File: src/rtl/vedic_mul_pkg.sv
// Shared constants and state encoding for the sequential vedic multiplier.
package vedic_mul_pkg;

    localparam int OP_W     = 32;               // operand width in bits
    localparam int CHUNK    = 8;                // slice width of the shared multiplier
    localparam int NCH      = OP_W / CHUNK;     // slices per operand
    localparam int SEQ_LAST = NCH * NCH - 1;    // last partial-product step index
    localparam int ACC_W    = 2 * OP_W;         // full product width
    localparam int CNT_W    = $clog2(NCH * NCH);
    localparam int IDX_W    = $clog2(NCH);      // NCH must be a power of two for the cnt split

    typedef enum logic [1:0] {
        IDLE = 2'd0,
        MUL  = 2'd1,
        DONE = 2'd2
    } state_t;

endpackage

File: src/rtl/vedic_multiplier_8x8.sv
// Combinational 8x8 unsigned multiplier built from the Urdhva-Tiryagbhyam
// (vertical and crosswise) decomposition: 2x2 cells -> 4x4 -> 8x8.
module vedic_multiplier_8x8 (
    input  logic [7:0]  a,
    input  logic [7:0]  b,
    output logic [15:0] p
);

    // 2x2 cell: vertical products on the outer bits, crosswise sum in the middle.
    function automatic logic [3:0] vm2(input logic [1:0] x, input logic [1:0] y);
        logic s1;
        logic c1;
        logic [1:0] hi;
        s1 = (x[1] & y[0]) ^ (x[0] & y[1]);
        c1 = (x[1] & y[0]) & (x[0] & y[1]);
        hi = {1'b0, x[1] & y[1]} + {1'b0, c1};
        return {hi, s1, x[0] & y[0]};
    endfunction

    // 4x4 block from four 2x2 cells; crosswise terms land at weight 2^2.
    function automatic logic [7:0] vm4(input logic [3:0] x, input logic [3:0] y);
        logic [3:0] q0, q1, q2, q3;
        q0 = vm2(x[1:0], y[1:0]);
        q1 = vm2(x[3:2], y[1:0]);
        q2 = vm2(x[1:0], y[3:2]);
        q3 = vm2(x[3:2], y[3:2]);
        return {4'b0, q0} + {2'b0, q1, 2'b0} + {2'b0, q2, 2'b0} + {q3, 4'b0};
    endfunction

    // 8x8 product from four 4x4 blocks; crosswise terms land at weight 2^4.
    always_comb begin : mul_tree
        logic [7:0] r0, r1, r2, r3;
        r0 = vm4(a[3:0], b[3:0]);
        r1 = vm4(a[7:4], b[3:0]);
        r2 = vm4(a[3:0], b[7:4]);
        r3 = vm4(a[7:4], b[7:4]);
        p  = {8'b0, r0} + {4'b0, r1, 4'b0} + {4'b0, r2, 4'b0} + {r3, 8'b0};
    end

endmodule

File: src/rtl/vedic_mul32_seq_ctrl.sv
// Sequential OP_W x OP_W unsigned multiplier: one shared 8x8 vedic multiplier
// is stepped over all NCH*NCH byte pairs, accumulating shifted partial products.
module vedic_mul32_seq_ctrl
    import vedic_mul_pkg::*;
(
    input  logic              clk,
    input  logic              rst_n,
    input  logic              in_valid,
    output logic              in_ready,
    input  logic [OP_W-1:0]   a,
    input  logic [OP_W-1:0]   b,
    output logic              out_valid,
    input  logic              out_ready,
    output logic [ACC_W-1:0]  result,
    output logic              busy
);

    state_t             state;
    state_t             state_next;
    logic [CNT_W-1:0]   cnt;
    logic [OP_W-1:0]    a_q;
    logic [OP_W-1:0]    b_q;
    logic [ACC_W-1:0]   acc;

    logic [IDX_W-1:0]   idx_a;
    logic [IDX_W-1:0]   idx_b;
    logic [CHUNK-1:0]   slice_a;
    logic [CHUNK-1:0]   slice_b;
    logic [2*CHUNK-1:0] prod;
    logic [ACC_W-1:0]   partial;
    logic               last_step;

    // Upper cnt bits walk the a_q slices, lower bits walk the b_q slices.
    assign idx_a     = cnt[CNT_W-1:IDX_W];
    assign idx_b     = cnt[IDX_W-1:0];
    assign slice_a   = a_q[CHUNK*idx_a +: CHUNK];
    assign slice_b   = b_q[CHUNK*idx_b +: CHUNK];
    assign last_step = (cnt == CNT_W'(SEQ_LAST));

    vedic_multiplier_8x8 u_mul (
        .a (slice_a),
        .b (slice_b),
        .p (prod)
    );

    // Align the partial product to weight 2^(CHUNK*(i+j)) before accumulation.
    always_comb begin
        logic [IDX_W:0] sum_ij;
        int             sh;
        sum_ij  = {1'b0, idx_a} + {1'b0, idx_b};
        sh      = int'(sum_ij) * CHUNK;
        partial = {{(ACC_W-2*CHUNK){1'b0}}, prod} << sh;
    end

    // State register.
    // NOTE: sequential state uses non-blocking assignments so every flop samples pre-edge values.
    always_ff @(posedge clk or negedge rst_n) begin
        if (!rst_n) state <= IDLE;
        else        state <= state_next;
    end

    // Next-state logic: accept in IDLE, fixed-length MUL run, hold in DONE until taken.
    // NOTE: state_next gets a default before the case so no path can infer a latch.
    always_comb begin
        state_next = state;
        case (state)
            IDLE:    if (in_valid)  state_next = MUL;
            MUL:     if (last_step) state_next = DONE;
            DONE:    if (out_ready) state_next = IDLE;
            default:                state_next = IDLE;
        endcase
    end

    // Operand capture, step counter and accumulator.
    // NOTE: every datapath register is reset so an abandoned run leaves no stale product visible.
    always_ff @(posedge clk or negedge rst_n) begin
        if (!rst_n) begin
            a_q <= '0;
            b_q <= '0;
            acc <= '0;
            cnt <= '0;
        end else begin
            case (state)
                IDLE: begin
                    if (in_valid) begin
                        a_q <= a;
                        b_q <= b;
                        acc <= '0;
                        cnt <= '0;
                    end
                end
                MUL: begin
                    acc <= acc + partial;
                    cnt <= cnt + 1'b1;
                end
                default: ;
            endcase
        end
    end

    assign in_ready  = (state == IDLE);
    assign out_valid = (state == DONE);
    assign busy      = (state != IDLE);
    assign result    = acc;

endmodule
File: config.mk
export PLATFORM = sky130hd
export DESIGN_NAME = vedic_mul32_seq_ctrl
export DESIGN_NICKNAME = d
export VERILOG_FILES = /design/src/rtl/vedic_mul_pkg.sv /design/src/rtl/vedic_multiplier_8x8.sv /design/src/rtl/vedic_mul32_seq_ctrl.sv
export SDC_FILE = /design/constraint.sdc
export NUM_CORES = 1
export LEC_CHECK = 0
export ABC_AREA = 1
export BUFFER_PORTS_ARGS = -buffer_cell sky130_fd_sc_hd__buf_2
export CAP_MARGIN = 20
export CORE_MARGIN = 1
export CORE_UTILIZATION = 35
export CTS_BUF_LIST = sky130_fd_sc_hd__clkbuf_8 sky130_fd_sc_hd__clkbuf_16
export DETAILED_ROUTE_END_ITERATION = 8
export PLACE_DENSITY_LB_ADDON = 0.1
export SYNTH_ARGS = -nofsm -noshare
export SYNTH_HDL_FRONTEND = slang
export SYNTH_SLANG_ARGS = --single-unit
File: constraint.sdc
create_clock -name clk -period 7.7 [get_ports clk]
set_clock_uncertainty 0.2 [all_clocks]
set_input_delay 1.54 -clock clk [delete_from_list [all_inputs] [get_ports clk]]
set_output_delay 1.54 -clock clk [all_outputs]
set_load 0.005 [all_outputs]
; Yosys cells after proc, flatten, opt, wreduce, memory -nomap -nowiden
; Cells that the tools add are included.
[op_classes]
add_sub_neg = 34
n_reduce_logical = 6
shifts = 3
eq_ne = 6
n_mux = 8
bitwise = 96
[ops]
columns = cell, n
row1 = $pmux 64 s2, 1
row2 = $and 1x1->1, 80
row3 = $add 64x64->64, 1
row4 = $mux 64, 1
row5 = $shiftx 32x6->8, 2
row6 = $shl 16x6->64, 1
row7 = $add 1x1->2, 16
row8 = $add 8x6->8, 4
row9 = $add 8x8->8, 4
row10 = $add 4x6->7, 4
row11 = $add 16x12->16, 1
row12 = $add 16x16->16, 1
row13 = $xor 1x1->1, 16
row14 = $add 8x12->13, 1
row15 = $pmux 4 s2, 1
row16 = $mux 2, 3
row17 = $pmux 2 s3, 1
row18 = $add 4x1->4 const B, 1
row19 = $eq 4x4->1 const B, 1
row20 = $mux 4, 1
row21 = $ne 2x2->1 const B, 2
row22 = $reduce_and 2->1, 2
row23 = $reduce_bool 2->1, 2
row24 = $add 2x2->3, 1
row25 = other kinds (5), 5
[totals]
in_bits = 68
reg_bits = 134
word_cells = 158

; Logic depth before layout (Yosys ltp)
[depth]
word_depth = 13
depth_mapped = 56
ltp_nobuf = 55

; Hierarchy
; From an unflattened synthesis, not the netlist that was laid out.
[unflattened]
hier_cells = 2451
hier_area_um2 = 14402.6
[modules_own_cells]
columns = mod, area_each_um2, instances, cells_per_inst
row1 = vedic_mul32_seq_ctrl, 11817.6, 1, 2055
row2 = vedic_multiplier_8x8, 2585.0, 1, 396

; Worst setup path before layout
; OpenSTA, ideal clock, no wires.
[synth_path]
kind = reg2reg
startpoint = register cnt[1]
endpoint = register acc[60] (netlist: result[60])
n_path_buf = 1
setup_ns = 0.117
path_stages_with_launch = 53
period_less_slack_ns = 8.213
arrival_ns = 7.896
path_slack_ns = -0.513
required_ns = 7.383
cell_sequence = dfrtp_1 > clkinv_1 > clkbuf_1 > a32o_1 > nor2_1 > ha_1 > ha_1 > ha_1 > inv_1 > fa_1 > xor2_1 > fa_1 > inv_1 > ha_1 > nand3_1 > nand2_1 > xor2_1 > ha_1 > [... 17 more ...] > nand3_1 > nand2_1 > o21ai_1 > nor2_1 > ha_1 > nand2_2 > nor2_2 > inv_2 > nor2_2 > inv_1 > nor3_1 > nand2_1 > nand2_2 > nand3_2 > nand2_1 > nand2_1 > nand3_1 > nand2_1
[synth_via]
elab_chain_len = 13
elab_cells_between_ends = 132
classes_between = 33 x add/sub / 2 x shift / 1 x mux / 96 x bitwise
[synth_rtl]
columns = element, line_no
row1 = from (decl), vedic_mul32_seq_ctrl.sv:20  ; logic [CNT_W-1:0] cnt;
row2 = from (signal assigned), vedic_mul32_seq_ctrl.sv:94  ; cnt <= cnt + 1'b1;
row3 = $shiftx 32x6->8, vedic_mul32_seq_ctrl.sv:37  ; assign slice_b = b_q[CHUNK*idx_b +: CHUNK];
row4 = $and 1x1->1, "vedic_multiplier_8x8.sv:14, vedic_multiplier_8x8.sv:15"
row5 = $and 1x1->1, vedic_multiplier_8x8.sv:15  ; c1 = (x[1] & y[0]) & (x[0] & y[1]);
row6 = $add 1x1->2, vedic_multiplier_8x8.sv:16  ; hi = {1'b0, x[1] & y[1]} + {1'b0, c1};
row7 = $add 4x6->7, vedic_multiplier_8x8.sv:27  ; return {4'b0, q0} + {2'b0, q1, 2'b0} + {2'b0, q2, 2'b0} + {q3, 4'b0};
row8 = $add 8x6->8, vedic_multiplier_8x8.sv:27
row9 = $add 8x8->8, vedic_multiplier_8x8.sv:27
row10 = $add 8x12->13, vedic_multiplier_8x8.sv:37  ; p = {8'b0, r0} + {4'b0, r1, 4'b0} + {4'b0, r2, 4'b0} + {r3, 8'b0};
row11 = $add 16x12->16, vedic_multiplier_8x8.sv:37
row12 = $add 16x16->16, vedic_multiplier_8x8.sv:37
row13 = $shl 16x6->64 *, vedic_mul32_seq_ctrl.sv:52  ; partial = {{(ACC_W-2*CHUNK){1'b0}}, prod} << sh;
row14 = $add 64x64->64 *, vedic_mul32_seq_ctrl.sv:93  ; acc <= acc + partial;
row15 = $pmux 64 s2 *, vedic_mul32_seq_ctrl.sv:83  ; case (state)
row16 = to (signal assigned), vedic_mul32_seq_ctrl.sv:93
row17 = to (decl), vedic_mul32_seq_ctrl.sv:23  ; logic [ACC_W-1:0] acc;
; Mark *: on every way between the ends. The rest lies on a longest branch, timed or not.
; A chain may end at the register's enable or synchronous reset.

; Worst setup path in the final report
[layout_path]
startpoint = register cnt[0]
endpoint = register acc[37] (netlist: result[37])
; The elaborated chain is that of the path after synthesis.

==> summary.md <==
| Metric | Value |
|---|---|
| Stages on the worst setup path | `53` |
| Post-synth top area cell | `dfrtp_1` |
| Violated checks | `negative setup slack` |
| Post-synth EDFFs | `0` |
| Clk_lat worst skew | `470 ps` |
| Tcrit/Tclk final | `1.088` |
| Layout area overhead | `53.42%` |
| Crit path max fanout | `4` |
| Vias in the first global route | `15180` |
| Setup crit start | `cnt[0]$_DFFE_PN0P_` |
| Hold Crit Class | `reg -> reg` |
| Final hold slack | `273.0 ps` |
| Initial antenna violation count | `1` |
| DR WL/cell | `18.30 um` |
| Dpl hpwl | `44920 um` |
| CP startpoint kind | `flop` |
| Crit. End Element | `flop` |
| Critical Path Max Stage Delay | `560 ps` |
| Ratio of cells with drive above 1 in the final layout | `0.4183` |
| Largest net degree at the start of global routing | `71` |
| MaxCap Viol Count | `0` |
| RR Startpoint | `cnt[0]$_DFFE_PN0P_` |
| Final setup viols | `55` |
| Crit path max-delay family | `adder cells` |
| Unrepaired setup endpoints after global routing | `true` |
| Die area | `39570 um2` |
| Initial core utilization | `0.3578` |
| DRC | `0` |
| Antenna-violating nets left | `0` |
| Crit path kind | `reg -> reg` |
| Final Max Slew Viols | `0` |
| Crit path required time | `7900 ps` |
| FFs w/ async S/R, synth | `1.000` |
| Worst slew margin | `0.3064` |
| Synth Flop Type | `dfrtp_1` |
| Buf/Inv on CP | `9` |
| Leading post-synthesis cells by cell area | `dfrtp_1 (25%), nand2_1 (17%), ha_1 (13%)` |
| # rows | `71` |
| FMAX | `119.4 MHz` |
| Cell variety after synth | `49` |
| Clk sinks | `134` |
| First-pass detailed-route iteration total | `6` |
| WL final | `57170 um` |
| Die W | `198.9 um` |
| Multi-input logic area | `11210 um2` |
| Vias post-DR | `15800` |
| Cts hold-fix bufs | `0` |
| Inserted Clock Buffers | `17` |
| CTS clk-pin slew, worst paths | `70 ps` |
| R2R cell count | `53` |
| Status | `finished with violations` |
| Commonest non-fill, non-tap cell in the layout | `nand2_1` |
| DRT iter0 DRCs | `1245` |
| Antenna cells | `0` |
| Final min period | `8377 ps` |
| Post-Syn Nets | `2299` |
| Final Hold Viols | `0` |
| Worst-margin pin slew | `1039 ps` |
| Die Y | `198.9 um` |
| CP max-delay cell | `fa_1` |
| Hold Path Stages | `2` |
| Yosys reg bits | `134` |
| Share of the synthesized area in the top cell type | `0.2471` |
| Post-synthesis sequential area ratio | `0.2471` |
| GR Overflow Total | `0` |
| H-tree levels | `4` |
| Critical Path AT | `8580 ps` |
| Avg Cell Area, Syn | `6.589 um2` |
| Worst min-delay path startpoint | `b_q[3]$_DFFE_PN0P_` |
| Core footprint | `37930 um2` |
| Pre-CTS setup slack | `-1671 ps` |
| Commonest non-fill, non-tap cells in the layout | `nand2_1 (541), buf_4 (411), nor2_1 (209), inv_1 (171), buf_2 (133)` |
| Maximum root-to-sink buffer count | `2` |
| Seq. cell area | `3356 um2` |
| Layout fillers | `3742` |
| CTS root buffer | `clkbuf_16` |
| Setup slack after layout | `-676.7 ps` |
| Overall Global Routing Usage | `0.2939` |
| Yosys Warn Count | `0` |
| Synth Instances | `2060` |
| DR vias/cell | `5.056` |
| Synth Cell Area | `13570 um2` |
| Gp weighted congestion | `0.9952` |
| I/O pin count | `135` |
| First-pass GRT wire length | `86800 um` |
| Nets | `2840` |
| Port-buffer cells | `134` |
| CTS tree | `built` |
## cell families (layout without fill, tap and decap cells)
logic type | count (synthesis) | in the layout | share of synthesized area
flops | 134 | 134 | 0.2471
fa+ha+maj | 171 | 171 | 0.1715
compound gates | 341 | 341 | 0.1436
buf+inv | 287 | 840 | 0.08389
xor+xnor | 39 | 39 | 0.02517
simple gates | 1088 | 1088 | 0.3288
## path summary, 6_finish.rpt
path,to,slack (ps)
max,result[37]$_DFFE_PN0P_,-680
min in group asynchronous,a_q[22]$_DFFE_PN0P_,860
min reg2reg,b_q[3]$_DFFE_PN0P_,270
min,b_q[3]$_DFFE_PN0P_,270
max reg2reg,result[37]$_DFFE_PN0P_,-680
max in group asynchronous,result[63]$_DFFE_PN0P_,5300
## metal layers
metal | GRT usage | part of all wire | vias up
met4 | 0.08205 | 0.022 | 0
met2 | 0.4275 | 0.42 | 489
li1 | - | - | 7772
met1 | 0.4433 | 0.49 | 7473
met5 | 0 | 0 | -
met3 | 0.04425 | 0.067 | 62
## layout make-up
cell class                 instances  share of cell area
timing repair buffer             570              0.1962
sequential                       134              0.1611
inverter                         239             0.04392
clock inverter                    14            0.009073
multi-input combinational       1639              0.5385
clock buffer                      17             0.02043
tap                              511             0.03070
## synth_stat cells, types with 2 or more instances
library cell / n
a21o_1: 7
o21bai_2: 4
buf_1: 4
nand3b_1: 6
o22ai_1: 6
ha_1: 146
nand4_1: 10
o21ai_2: 5
a21oi_1: 140
dfrtp_1: 134
a32o_1: 8
inv_1: 211
o32ai_1: 5
clkinv_1: 3
nor2_1: 303
and3_1: 2
buf_2: 13
a32oi_1: 8
o21a_1: 2
clkbuf_1: 19
xnor2_1: 17
nor3_1: 13
nor4_2: 2
buf_4: 12
o21ai_0: 106
o211ai_2: 2
nand2_1: 605
nor3_2: 5
nor4_1: 2
nor2_2: 20
nand2_2: 17
a21boi_0: 2
nand3_1: 92
or2_2: 3
o21bai_1: 8
inv_2: 25
a21oi_2: 4
a31oi_1: 12
o21ai_1: 19
xor2_1: 22
a22o_1: 2
fa_1: 25
nand3_2: 3
## metrics by stage
stage            util  TNS [ps]  cell area [um2]  instances
3_5_place_dp   0.4631    -54220            17570       3029
3_3_place_gp   0.4631    -53310            17570       3029
2_1_floorplan       -    -205.6            13710       2060
6_report       0.5490    -27560            20820       3124
5_1_grt        0.5490    -50380            20820       3124
4_1_cts        0.5071    -34310            19240       3093
## registers in the layout, summed over array words and instances (netlist names)
name and flops:
result 64, a_q 32, cnt 4, b_q 32, state 2
## worst min-delay path: stages, from the launching register on
cell,delay [ps]
dfrtp_1,340
nand2_1,50
nand2_1,40
## repair_timing
item                                    4_1_cts  5_1_grt
cloned                                        0        0
buffers inserted                             35       30
gates resized for setup                     219      360
pin swaps                                    67      125
endpoints found under the setup margin       55       56
Power is left out: the tool's default activity adds up to more than one toggle a clock period on the data nets, which glitch-free logic cannot reach.
